File: src/rtl/cpu_pkg.sv
// cpu_pkg: shared FSM state encoding and condition-code constants
package cpu_pkg;
    typedef enum logic [1:0] {
        ST_RUN     = 2'b00,
        ST_RESOLVE = 2'b01,
        ST_HALT    = 2'b10
    } state_t;
    localparam logic [2:0] CC_EQ = 3'b000;
    localparam logic [2:0] CC_LT = 3'b001;
    localparam logic [2:0] CC_LE = 3'b010;
    localparam logic [2:0] CC_NE = 3'b011;
endpackage

File: src/rtl/sat_counter.sv
// sat_counter: up counter that sticks at all-ones instead of wrapping
module sat_counter #(
    parameter int W = 8
) (
    input  logic         clk,
    input  logic         rst_n,
    input  logic         inc,
    input  logic         clear,
    output logic [W-1:0] q
);
    always_ff @(posedge clk or negedge rst_n)
        if (!rst_n) q <= '0;
        else q <= clear ? '0 : (inc && q != '1) ? q + 1'b1 : q;
endmodule

File: src/rtl/branch_pc_ctrl.sv
// branch_pc_ctrl: program counter owner; resolves decode branches against the
// condition flag one cycle after acceptance and redirects fetch when taken
module branch_pc_ctrl
    import cpu_pkg::*;
#(
    parameter int              AW       = 8,
    parameter logic [AW-1:0]   RESET_PC = '0,
    parameter int              CNT_W    = 8
) (
    input  logic             clk,
    input  logic             rst_n,
    input  logic             stall,
    input  logic             halt,
    input  logic             br_valid,
    input  logic             br_uncond,
    input  logic [AW-1:0]    br_target,
    input  logic             cond_flag,
    output logic [AW-1:0]    pc,
    output logic             fetch_en,
    output logic             br_ack,
    output logic             br_taken,
    output logic             flush,
    output logic [CNT_W-1:0] taken_cnt
);
    state_t        state;
    logic [AW-1:0] tgt;
    logic          unc;
    logic          taken;
    logic          resolve;
    logic [AW-1:0] pc_inc;
    assign taken   = unc | cond_flag;
    assign resolve = state == ST_RESOLVE && !stall;
    assign pc_inc  = pc + 1'b1;
    // pc advances only once the current address has actually been fetched
    always_ff @(posedge clk or negedge rst_n)
        if (!rst_n) begin
            state    <= ST_RUN;
            pc       <= RESET_PC;
            fetch_en <= 1'b0;
            br_ack   <= 1'b0;
            br_taken <= 1'b0;
            flush    <= 1'b0;
            tgt      <= '0;
            unc      <= 1'b0;
        end else begin
            br_ack   <= 1'b0;
            br_taken <= 1'b0;
            flush    <= 1'b0;
            case (state)
                ST_RUN: if (!stall) begin
                    if (br_valid && !br_ack) begin
                        tgt      <= br_target;
                        unc      <= br_uncond;
                        fetch_en <= 1'b0;
                        state    <= ST_RESOLVE;
                    end else if (halt) begin
                        fetch_en <= 1'b0;
                        state    <= ST_HALT;
                    end else begin
                        if (fetch_en) pc <= pc_inc;
                        fetch_en <= 1'b1;
                    end
                end
                ST_RESOLVE: if (!stall) begin
                    pc       <= taken ? tgt : pc_inc;
                    br_ack   <= 1'b1;
                    br_taken <= taken;
                    flush    <= taken;
                    fetch_en <= 1'b1;
                    state    <= ST_RUN;
                end
                default: fetch_en <= 1'b0;
            endcase
        end
    sat_counter #(.W(CNT_W)) u_cnt (
        .clk  (clk),
        .rst_n(rst_n),
        .inc  (resolve && taken),
        .clear(1'b0),
        .q    (taken_cnt)
    );
endmodule

File: config.mk
export PLATFORM = sky130hd
export DESIGN_NAME = branch_pc_ctrl
export DESIGN_NICKNAME = d
export VERILOG_FILES = /design/src/rtl/cpu_pkg.sv /design/src/rtl/sat_counter.sv /design/src/rtl/branch_pc_ctrl.sv
export SDC_FILE = /design/constraint.sdc
export NUM_CORES = 1
export LEC_CHECK = 0
export ABC_AREA = 1
export BUFFER_PORTS_ARGS = -buffer_cell sky130_fd_sc_hd__buf_4
export CORE_UTILIZATION = 45
export DETAILED_ROUTE_END_ITERATION = 16
export GPL_ROUTABILITY_DRIVEN = 0
export PLACE_DENSITY = 0.71
export SETUP_SLACK_MARGIN = 0.4
export SYNTH_ARGS = -nofsm -noshare
export SYNTH_HDL_FRONTEND = slang
export SYNTH_SLANG_ARGS = --single-unit
File: constraint.sdc
create_clock -name clk -period 1.35 [get_ports clk]
set_input_delay 0.0675 -clock clk [delete_from_list [all_inputs] [get_ports clk]]
set_output_delay 0.0675 -clock clk [all_outputs]
set_load 0.005 [all_outputs]
==> flow_summary_export.csv, run 1 <==
group,metric,value,unit
power,ir_drop,0.5178,mV
grt,track_usage,0.2665,
sta,holdWs,19.56,ps
die,ios,35,
routing,dr.pass1.iters,4,
grt,grt_overflow,0,
placed_design,port_buffers,34,
worst_setup_path,slowest_stage,"dfrtp_1",
sta,slew_headroom,0.7365,
grt,grt_pass1_vias,1594,
sta,setup_viol,0,
worst_setup_path,end_kind,"flop",
worst_setup_path,cp_max_fo,8,
worst_setup_path,crit_type,"reg -> reg",
clocking,cts-root-buf,"clkbuf_4",
worst_setup_path,worstPathRequired,1600,ps
routing,routed_wl,4.917,mm
final_layout,synthToLayoutAreaGrowth,79.86,%
final_layout,mostFrequentLayoutCells,"nand2_1 (64), buf_4 (42), buf_6 (27)",
placed_design,place_ws,50.98,ps
logic_synthesis,syn_area_per_cell,7.519,µm²
clocking,cts_sinks,30,
placed_design,dp.cells,289,
die,fp.dieH,61.10,µm
worst_setup_path,cp_top_family,"simple AND/OR/NAND/NOR gates",
grt,grt_first_pass_wirelength,7.107,mm
logic_synthesis,synthDistinctLibCells,23,
final_layout,final_common_cell,"nand2_1",
sta,finalHoldViolations,0,
logic_synthesis,yosysSeqAreaShare,0.4777,
sta,max_clock_freq,770.7,MHz
die,dieArea,0.003733,mm²
clocking,htree_levels,2,
hold_path,hp-class,"in -> reg",
worst_setup_path,max_stage_delay,420,ps
final_layout,drive_above_1_share,0.5186,
die,die_w,61.10,µm
logic_synthesis,netlist_area,0.001572,mm²
grt,antenna_found_initial,0,
clocking,cts.reportedPaths.clkPinSlew,80,ps
logic_synthesis,ys_ff_latch,30,
routing,drtIter0Drc,79,
power,cellPowerDensity,585.4,mW/mm²
clocking,cts_tree,"yes",
routing,vias,1710,
die,initial_core_util,0.4709,
clocking,clk_latency,330,ps
routing,wl_per_cell,14.42,µm
sta,clock_skew,5.903,ps
sta,slew_viol_final,0,
power,total_power,1.655,mW
clocking,numCtsBuffers,5,
grt,grt_max_degree,31,
placed_design,hpwl,2.325,mm
logic_synthesis,syn_inst,209,
worst_setup_path,path_cells,"ha_4, nand2_4, inv_4, nand2_4, nor2_4, nor2_4, nand2_1, o21ai_1",
final_layout,antenna_cells,0,
final_layout,final-instance-count-excl-fill,341,
die,core_area,0.003337,mm²
clocking,holdBufCountCts,10,
final_layout,fin_area,0.002826,mm²
sta,fin_crit_sh,0.9611,
routing,antenna_left,0,
routing,vias_per_cell,5.015,
logic_synthesis,netlist_top_cells_area,"dfrtp_1 (48%), nand2_1 (20%), nand3_1 (5.7%)",
sta,timing.final.ws_setup,52.51,ps
logic_synthesis,synth.top_cell.area_share,0.4777,
routing,drc,0,
worst_setup_path,crit_buf_inv,1,
sta,rsz0062_at_grt,"yes",
final_layout,nets,312,
status,run_status,"complete, no violations",
power,p_leak,1.476,nW
logic_synthesis,yosys.area.top_type,"dfrtp_1",
sta,fin_crit,1297,ps
worst_setup_path,arrival,1550,ps
logic_synthesis,synth_warnings,0,
run,max_cap_violations,0,
die,fp-row-count,21,
logic_synthesis,syn_nets,226,
placed_design,placed_cell_area,0.001984,mm²
sta,worst-slew-pin-transition,395.3,ps
clocking,clockBufferDepth,2,
worst_setup_path,start_kind,"flop",
[metal layers]
metal | track usage | part of all wire | vias to the layer above
met5 | 0 | 0 | -
met4 | 0.09416 | 0.031 | 0
met3 | 0.06723 | 0.037 | 16
met2 | 0.4627 | 0.53 | 48
met1 | 0.3211 | 0.40 | 820
li1 | - | - | 826
[Yosys cell counts]
library cell / count
inv_1: 20
inv_2: 2
nand2_1: 82
nor2_1: 18
nand2_2: 2
nor2_2: 5
buf_4: 1
ha_1: 2
mux2_2: 1
dfrtp_1: 30
a21oi_1: 4
a21boi_1: 1
o21ai_2: 1
o21ai_1: 5
xnor2_1: 3
o21ai_0: 5
nor2_4: 1
buf_6: 1
nand3b_1: 1
nand3_1: 18
xor2_1: 3
nand4_1: 1
buf_2: 2
[worst reg2reg max path, stage by stage, from the launching register on]
cell,delay [ps]
dfrtp_1,420
ha_4,190
nand2_4,80
inv_4,40
nand2_4,80
nor2_4,40
nor2_4,200
nand2_1,90
o21ai_1,80
[layout make-up]
class                      count  area [µm²]
clock buffer                   7       45.04
fill                         172       510.5
inverter                      22       97.59
multi-input combinational    154        1082
sequential                    30       757.0
tap                           46       57.56
timing repair buffer          82       787.0
[where the power goes]
group	leakage, nW	switching (mW)	internal (mW)
combinational	1.08	0.103	0.124
clock	0.0254	0.300	0.196
sequential	0.367	0.0190	0.912
total	1.48	0.422	1.23
[through the flow]
stage / utilization / TNS, ps
2_1_floorplan: - / 0
6_report: 0.8470 / 0
3_5_place_dp: 0.5947 / 0
5_1_grt: 0.8470 / -14.16
3_3_place_gp: 0.5947 / 0
4_1_cts: 0.7780 / 0
[state kept, by name, summed over array words and instances, names as in the netlist]
register / flops
pc: 8
tgt: 8
u_cnt.q: 8
state: 2
br_ack: 1
fetch_en: 1
flush: 1
unc: 1
[cells by family (layout without fill, tap and decap cells)]
family / Yosys count / after routing / share of synthesized area
XOR/XNOR: 6 / 6 / 0.03345
adder cells (fa/ha/maj): 2 / 2 / 0.01592
AND/OR/NAND/NOR: 128 / 129 / 0.3400
multiplexers: 1 / 1 / 0.007165
buffers and inverters: 26 / 111 / 0.07086
flip-flops: 30 / 30 / 0.4777
AO/OA/AOI/OAI: 16 / 16 / 0.05493
[path summary, 6_finish.rpt]
| path | endpoint | start | slack (ps) | cells past startpoint |
|---|---|---|---|---|
| worst max-delay path | u_cnt.q[3]$_DFFE_PN0P_ | u_cnt.q[1]$_DFFE_PN0P_ | 50 | 8 |
| max in group asynchronous | u_cnt.q[2]$_DFFE_PN0P_ | rst_n | 830 | 2 |
| worst min register to register | unc$_DFFE_PN0P_ | unc$_DFFE_PN0P_ | 520 | 2 |
| worst max register to register | u_cnt.q[3]$_DFFE_PN0P_ | u_cnt.q[1]$_DFFE_PN0P_ | 50 | 8 |
| worst min-delay path | flush$_DFF_PN0_ | stall | 20 | 2 |
| min in group asynchronous | pc[4]$_DFFE_PN0P_ | rst_n | 200 | 2 |
[timing repair]
action                     4_1_cts  5_1_grt
resized for setup               66       42
hold endpoints to repair        40        1
setup endpoints to repair       46       50
pin swaps                       24       28
cloned                           2        0
buffers inserted                26        7
Power figures use the tool's default switching activity.
==> run 2, diff against run 1 <==
ABC_AREA = unset   (was 1)
==> run 2 against run 1 <==
Net effect: the run now ends with negative setup slack left; clock skew increased by 1.3 ps; synthesized area fell by 5.9%; non-clock buffer count grew 17; combinational power increased to 7.2 times the previous value; core utilization increased by 4.3 points.
==> flow_summary_export.csv, run 2 <==
group,metric,value,unit
die,fp.dieH,59.33,µm
final_layout,final_common_cell,"buf_6",
grt,grt_max_degree,31,
logic_synthesis,syn_area_per_cell,11.55,µm²
final_layout,mostFrequentLayoutCells,"buf_6 (44), buf_4 (43), dfrtp_1 (28)",
placed_design,placed_cell_area,0.002077,mm²
routing,wl_per_cell,19.73,µm
logic_synthesis,synth_flop_cell,"dfrtp_1",
final_layout,final-instance-count-excl-fill,273,
placed_design,port_buffers,34,
grt,track_usage,0.2773,
clocking,clockBufferDepth,2,
sta,rsz0062_at_grt,"yes",
power,total_power,3.586,mW
routing,dr.pass1.iters,4,
die,die_w,59.33,µm
routing,vias,1572,
worst_setup_path,arrival,1820,ps
status,run_status,"finished, violations left",
routing,routed_wl,5.387,mm
power,cellPowerDensity,1309,mW/mm²
die,core_area,0.003078,mm²
worst_setup_path,cp_max_fo,12,
logic_synthesis,netlist_top_cells_area,"dfrtp_1 (51%), mux2_2 (6.9%), a211oi_1 (3.6%)",
grt,antenna_found_initial,0,
die,fp-row-count,20,
sta,timing.final.ws_setup,-214.8,ps
sta,setup_viol,23,
final_layout,antenna_cells,0,
worst_setup_path,start_kind,"flop",
clocking,cts_sinks,30,
sta,worst-slew-pin-transition,390.6,ps
logic_synthesis,ys_ff_latch,30,
logic_synthesis,syn_inst,128,
power,p_leak,1.276,nW
logic_synthesis,syn_nets,145,
clocking,cts-root-buf,"clkbuf_4",
sta,clock_skew,7.225,ps
clocking,cts.reportedPaths.clkPinSlew,90,ps
grt,grt_overflow,0,
die,ios,35,
sta,setup_tns,-3185,ps
sta,fin_crit_sh,1.159,
final_layout,drive_above_1_share,0.6157,
routing,drtIter0Drc,65,
run,max_cap_violations,0,
logic_synthesis,yosys-top-cells-count,"dfrtp_1 (30), mux2_2 (9), nand3_1 (9)",
sta,slew_viol_final,0,
final_layout,final_util,0.8898,
routing,antenna_left,0,
die,initial_core_util,0.4805,
logic_synthesis,synth-edff-count,0,
logic_synthesis,synthDistinctLibCells,35,
logic_synthesis,synth.top_cell.area_share,0.5076,
worst_setup_path,worstPathRequired,1600,ps
logic_synthesis,synth_warnings,0,
final_layout,fin_area,0.002739,mm²
logic_synthesis,netlist_area,0.001479,mm²
final_layout,nets,245,
status,violations,"negative setup slack",
clocking,clk_latency,330,ps
final_layout,synthToLayoutAreaGrowth,85.19,%
grt,grt_first_pass_wirelength,6.989,mm
sta,finalHoldViolations,0,
clocking,cts_tree,"yes",
logic_synthesis,yosysSeqAreaShare,0.5076,
hold_path,hp-class,"in -> reg",
logic_synthesis,async_flop_share,1.000,
sta,fin_crit,1565,ps
sta,max_clock_freq,639.1,MHz
grt,grt_pass1_vias,1467,
placed_design,hpwl,2.600,mm
die,dieArea,0.003519,mm²
worst_setup_path,end_kind,"flop",
logic_synthesis,yosys.area.top_type,"dfrtp_1",
final_layout,top_regs,"pc x8, tgt x8, u_cnt.q x8",
sta,slew_headroom,0.7396,
worst_setup_path,crit_type,"reg -> reg",
placed_design,dp.cells,236,
power,ir_drop,0.9447,mV
clocking,htree_levels,2,
routing,vias_per_cell,5.758,
clocking,numCtsBuffers,5,
routing,drc,0,
logic_synthesis,yosysMostFrequentCell,"dfrtp_1",
## run 2: critical path, cell delays in order (launching register included)
cell and delay, ps:
dfrtp_1 420, nand2b_4 170, or2_4 270, buf_6 170
a211oi_2 280, a2bb2oi_2 180
## run 2: kinds of logic after synthesis
group	after synthesis	synth area share
flip-flops	30	0.5076
adder cells (fa/ha/maj)	2	0.01692
multiplexers	11	0.08884
buffers and inverters	12	0.04652
AND/OR/NAND/NOR	35	0.1430
AO/OA/AOI/OAI	31	0.1557
XOR/XNOR	7	0.04146
## run 2: repair_timing
action                                 CTS  global route
pin swaps                                9            19
resized for setup                       52            32
setup endpoints to repair               46            50
setup buffers                            7            10
gates cloned                             1             0
hold buffers                            11             0
endpoints found under the hold margin   40             0
## run 2: final timing paths
check,start,endpoint,depth (start not counted),slack (ps)
worst max-delay path,state[1]$_DFFE_PN0P_,pc[7]$_DFFE_PN0P_,5,-210
worst min-delay path,halt,fetch_en$_DFFE_PN0P_,4,60
worst max register to register,state[1]$_DFFE_PN0P_,pc[7]$_DFFE_PN0P_,5,-210
worst min register to register,tgt[4]$_DFFE_PN0P_,tgt[4]$_DFFE_PN0P_,1,530
max in group asynchronous,rst_n,state[0]$_DFFE_PN0P_,2,850
min in group asynchronous,rst_n,pc[5]$_DFFE_PN0P_,2,190
## run 2: power by group
group,internal [mW],switching [mW]
Sequential,1.16,0.225
Clock,0.252,0.314
Combinational,0.989,0.650
Total,2.40,1.19
## run 2: layer usage
layer | GRT usage | part of all wire
met1 | 0.3418 | 0.38
met2 | 0.4639 | 0.53
met3 | 0.07642 | 0.050
met4 | 0.09864 | 0.036
met5 | 0 | 0
## run 2: layout make-up
type                    instances  area (µm²)
clock buffers                   7       55.05
clock inverters                 1       5.005
fillers                       128       339.1
inverters                       6       22.52
multi-input cells              86       899.6
flip-flops and latches         30       753.2
well taps                      44       55.05
repair buffers                 99       948.4
## run 2: per-stage QoR
| step | setup WS [ps] | hold slack, ps |
|---|---|---|
| after detailed placement | -207.6 | 21.87 |
| after CTS | -147.2 | 53.65 |
| after floorplan | -195.2 | -228.1 |
| final | -214.8 | 64.79 |
| after global routing | -271.2 | 65.44 |
| after global placement | -170.9 | 14.93 |
==> run 3, diff against run 2 <==
PLACE_DENSITY = unset   (was 0.71)
PLACE_DENSITY_LB_ADDON = 0.12   (was unset)
==> run 3 against run 2 <==
Net effect: the flow still finishes with violations (negative setup slack); die area stayed put; hold slack lost 5.4 ps; clock-buffer cell count is the same; sequential share of layout area is 2.0 points higher; global-route usage fell by 3.4 points; flip-flop and latch count is the same.
==> flow_summary_export.csv, run 3 (synthesized netlist as in run 2, its figures left out) <==
group,metric,value,unit
grt,grt_overflow,0,
grt,grt_max_degree,31,
worst_setup_path,timing.rr.start,"state[1]$_DFFE_PN0P_",
clocking,htree_levels,2,
worst_setup_path,reg2regPathDepth,5,
power,ir_drop,0.9728,mV
routing,drc,0,
hold_path,hold_end,"fetch_en$_DFFE_PN0P_",
final_layout,mostFrequentLayoutCells,"buf_4 (45), buf_6 (29), dfrtp_1 (28)",
final_layout,top_regs,"pc x8, tgt x8, u_cnt.q x8",
die,fp.dieH,59.33,µm
worst_setup_path,end_kind,"flop",
power,p_leak,1.176,nW
clocking,clockBufferDepth,2,
worst_setup_path,timing.rr.end,"u_cnt.q[4]$_DFFE_PN0P_",
sta,slew_headroom,0.7389,
status,violations,"negative setup slack",
sta,setup_viol,22,
final_layout,fin_area,0.002556,mm²
final_layout,final_common_cell,"buf_4",
clocking,cts_tree,"yes",
final_layout,drive_above_1_share,0.5787,
routing,antenna_left,0,
sta,timing.final.ws_setup,-147.9,ps
sta,rsz0062_at_grt,"yes",
worst_setup_path,start_kind,"flop",
placed_design,place_ws,-183.2,ps
power,switching_power,1.075,mW
grt,grt_first_pass_wirelength,6.251,mm
worst_setup_path,worstPathRequired,1600,ps
die,fp-row-count,20,
hold_path,hp-start,"halt",
clocking,clk_latency,330,ps
sta,finalHoldViolations,0,
grt,grt_pass1_vias,1388,
placed_design,hpwl,2.477,mm
routing,vias_per_cell,5.250,
clocking,numCtsBuffers,5,
power,p_int,2.270,mW
die,initial_core_util,0.4805,
routing,dr.pass1.iters,6,
power,cellPowerDensity,1309,mW/mm²
worst_setup_path,slowest_stage,"dfrtp_1",
worst_setup_path,arrival,1740,ps
status,run_status,"finished, violations left",
grt,track_usage,0.2436,
power,p_sw_frac,0.3214,
worst_setup_path,max_stage_delay,400,ps
die,core_area,0.003078,mm²
worst_setup_path,cp_max_fo,4,
sta,worst-slew-pin-transition,391.6,ps
placed_design,placed_cell_area,0.002052,mm²
routing,drtIter0Drc,57,
worst_setup_path,path_cells,"nand2b_4, or2_4, buf_4, nor4b_2, xor2_1",
worst_setup_path,r2r_setup_slack,-150,ps
routing,routed_wl,4.226,mm
clocking,cts.reportedPaths.clkPinSlew,90,ps
worst_setup_path,crit_type,"reg -> reg",
sta,slew_viol_final,0,
hold_path,hold_depth,4,
sta,max_clock_freq,667.6,MHz
sta,clock_skew,17.14,ps
sta,fin_crit,1498,ps
sta,fin_crit_sh,1.110,
clocking,cts-root-buf,"clkbuf_4",
die,ios,35,
clocking,cts_sinks,30,
hold_path,hp-class,"in -> reg",
grt,antenna_found_initial,0,
die,die_w,59.33,µm
die,dieArea,0.003519,mm²
power,combPwrFrac,0.420,
power,power_frac_clock,0.170,
power,power_frac_seq,0.410,
routing,wl_per_cell,16.25,µm
final_layout,nets,232,
run,max_cap_violations,0,
placed_design,port_buffers,34,
final_layout,synthToLayoutAreaGrowth,72.84,%
final_layout,antenna_cells,0,
routing,vias,1365,
[run 3: cell types whose count changed in the layout (fill, tap and decap cells not counted), moves of 2 or more]
cell     before  now
nand2_1       1    3
buf_4        43   45
nor2_1        4    2
buf_6        44   29
[run 3: worst max-delay path, delay by kind of cell (launching register included)]
kind / cells / cell delay [ps]
xor+xnor: 1 / 160
buf+inv: 1 / 160
flops: 1 / 400
simple gates: 3 / 700
[run 3: layout make-up]
class	instances	area, µm²
fill	187	521.8
tap	44	55.05
inverter	6	22.52
multi-input combinational	86	870.8
clock inverter	1	5.005
timing repair buffer	86	794.5
clock buffer	7	55.05
sequential	30	753.2
[run 3: per-layer routing]
metal / share of wire / up-vias / wire length (µm) / GRT usage
li1: - / 642 / - / -
met1: 0.42 / 668 / 1765 / 0.3015
met2: 0.53 / 49 / 2230 / 0.4173
met3: 0.044 / 6 / 188 / 0.05240
met4: 0.0097 / 0 / 41 / 0.08503
met5: 0 / - / 0 / 0
[run 3: power by group through the flow]
stage / logic [mW] / clock network, mW / registers [mW]
after CTS: 1.26 / 0.581 / 1.35
after global placement: 0.977 / 0 / 1.34
after global routing: 1.50 / 0.621 / 1.40
final: 1.41 / 0.568 / 1.37
after floorplan: 0.425 / 0 / 1.38
after detailed placement: 1.01 / 0 / 1.35
[run 3: how the worst max path moves through the flow]
stage                                 startpoint                endpoint  cells past startpoint
after floorplan             state[1]$_DFFE_PN0P_       pc[1]$_DFFE_PN0P_                      5
final                       state[1]$_DFFE_PN0P_  u_cnt.q[4]$_DFFE_PN0P_                      5
after detailed placement    state[1]$_DFFE_PN0P_       pc[2]$_DFFE_PN0P_                      5
after CTS                 u_cnt.q[1]$_DFFE_PN0P_  u_cnt.q[1]$_DFFE_PN0P_                      5
after global placement    u_cnt.q[1]$_DFFE_PN0P_  u_cnt.q[1]$_DFFE_PN0P_                      5
after global routing        state[1]$_DFFE_PN0P_  u_cnt.q[6]$_DFFE_PN0P_                      5
[run 3: metrics by stage]
step / hold slack, ps / utilization / cells / setup TNS [ps] / power [mW]
5_1_grt: 68.12 / 0.8305 / 260 / -3531 / 3.517
6_report: 59.43 / 0.8305 / 260 / -2001 / 3.346
3_5_place_dp: 23.39 / 0.6667 / 231 / -2838 / 2.362
4_1_cts: 56.84 / 0.7858 / 255 / -2195 / 3.189
2_1_floorplan: -228.1 / - / 128 / -1508 / 1.803
3_3_place_gp: 19.25 / 0.6667 / 231 / -2244 / 2.319
[run 3: what timing repair did]
item / CTS / global route
resized for setup: 40 / 26
hold endpoints to repair: 40 / 0
hold buffers: 11 / 0
endpoints found under the setup margin: 47 / 47
pin swaps: 7 / 5
gates cloned: 0 / 1
setup buffers: 5 / 4
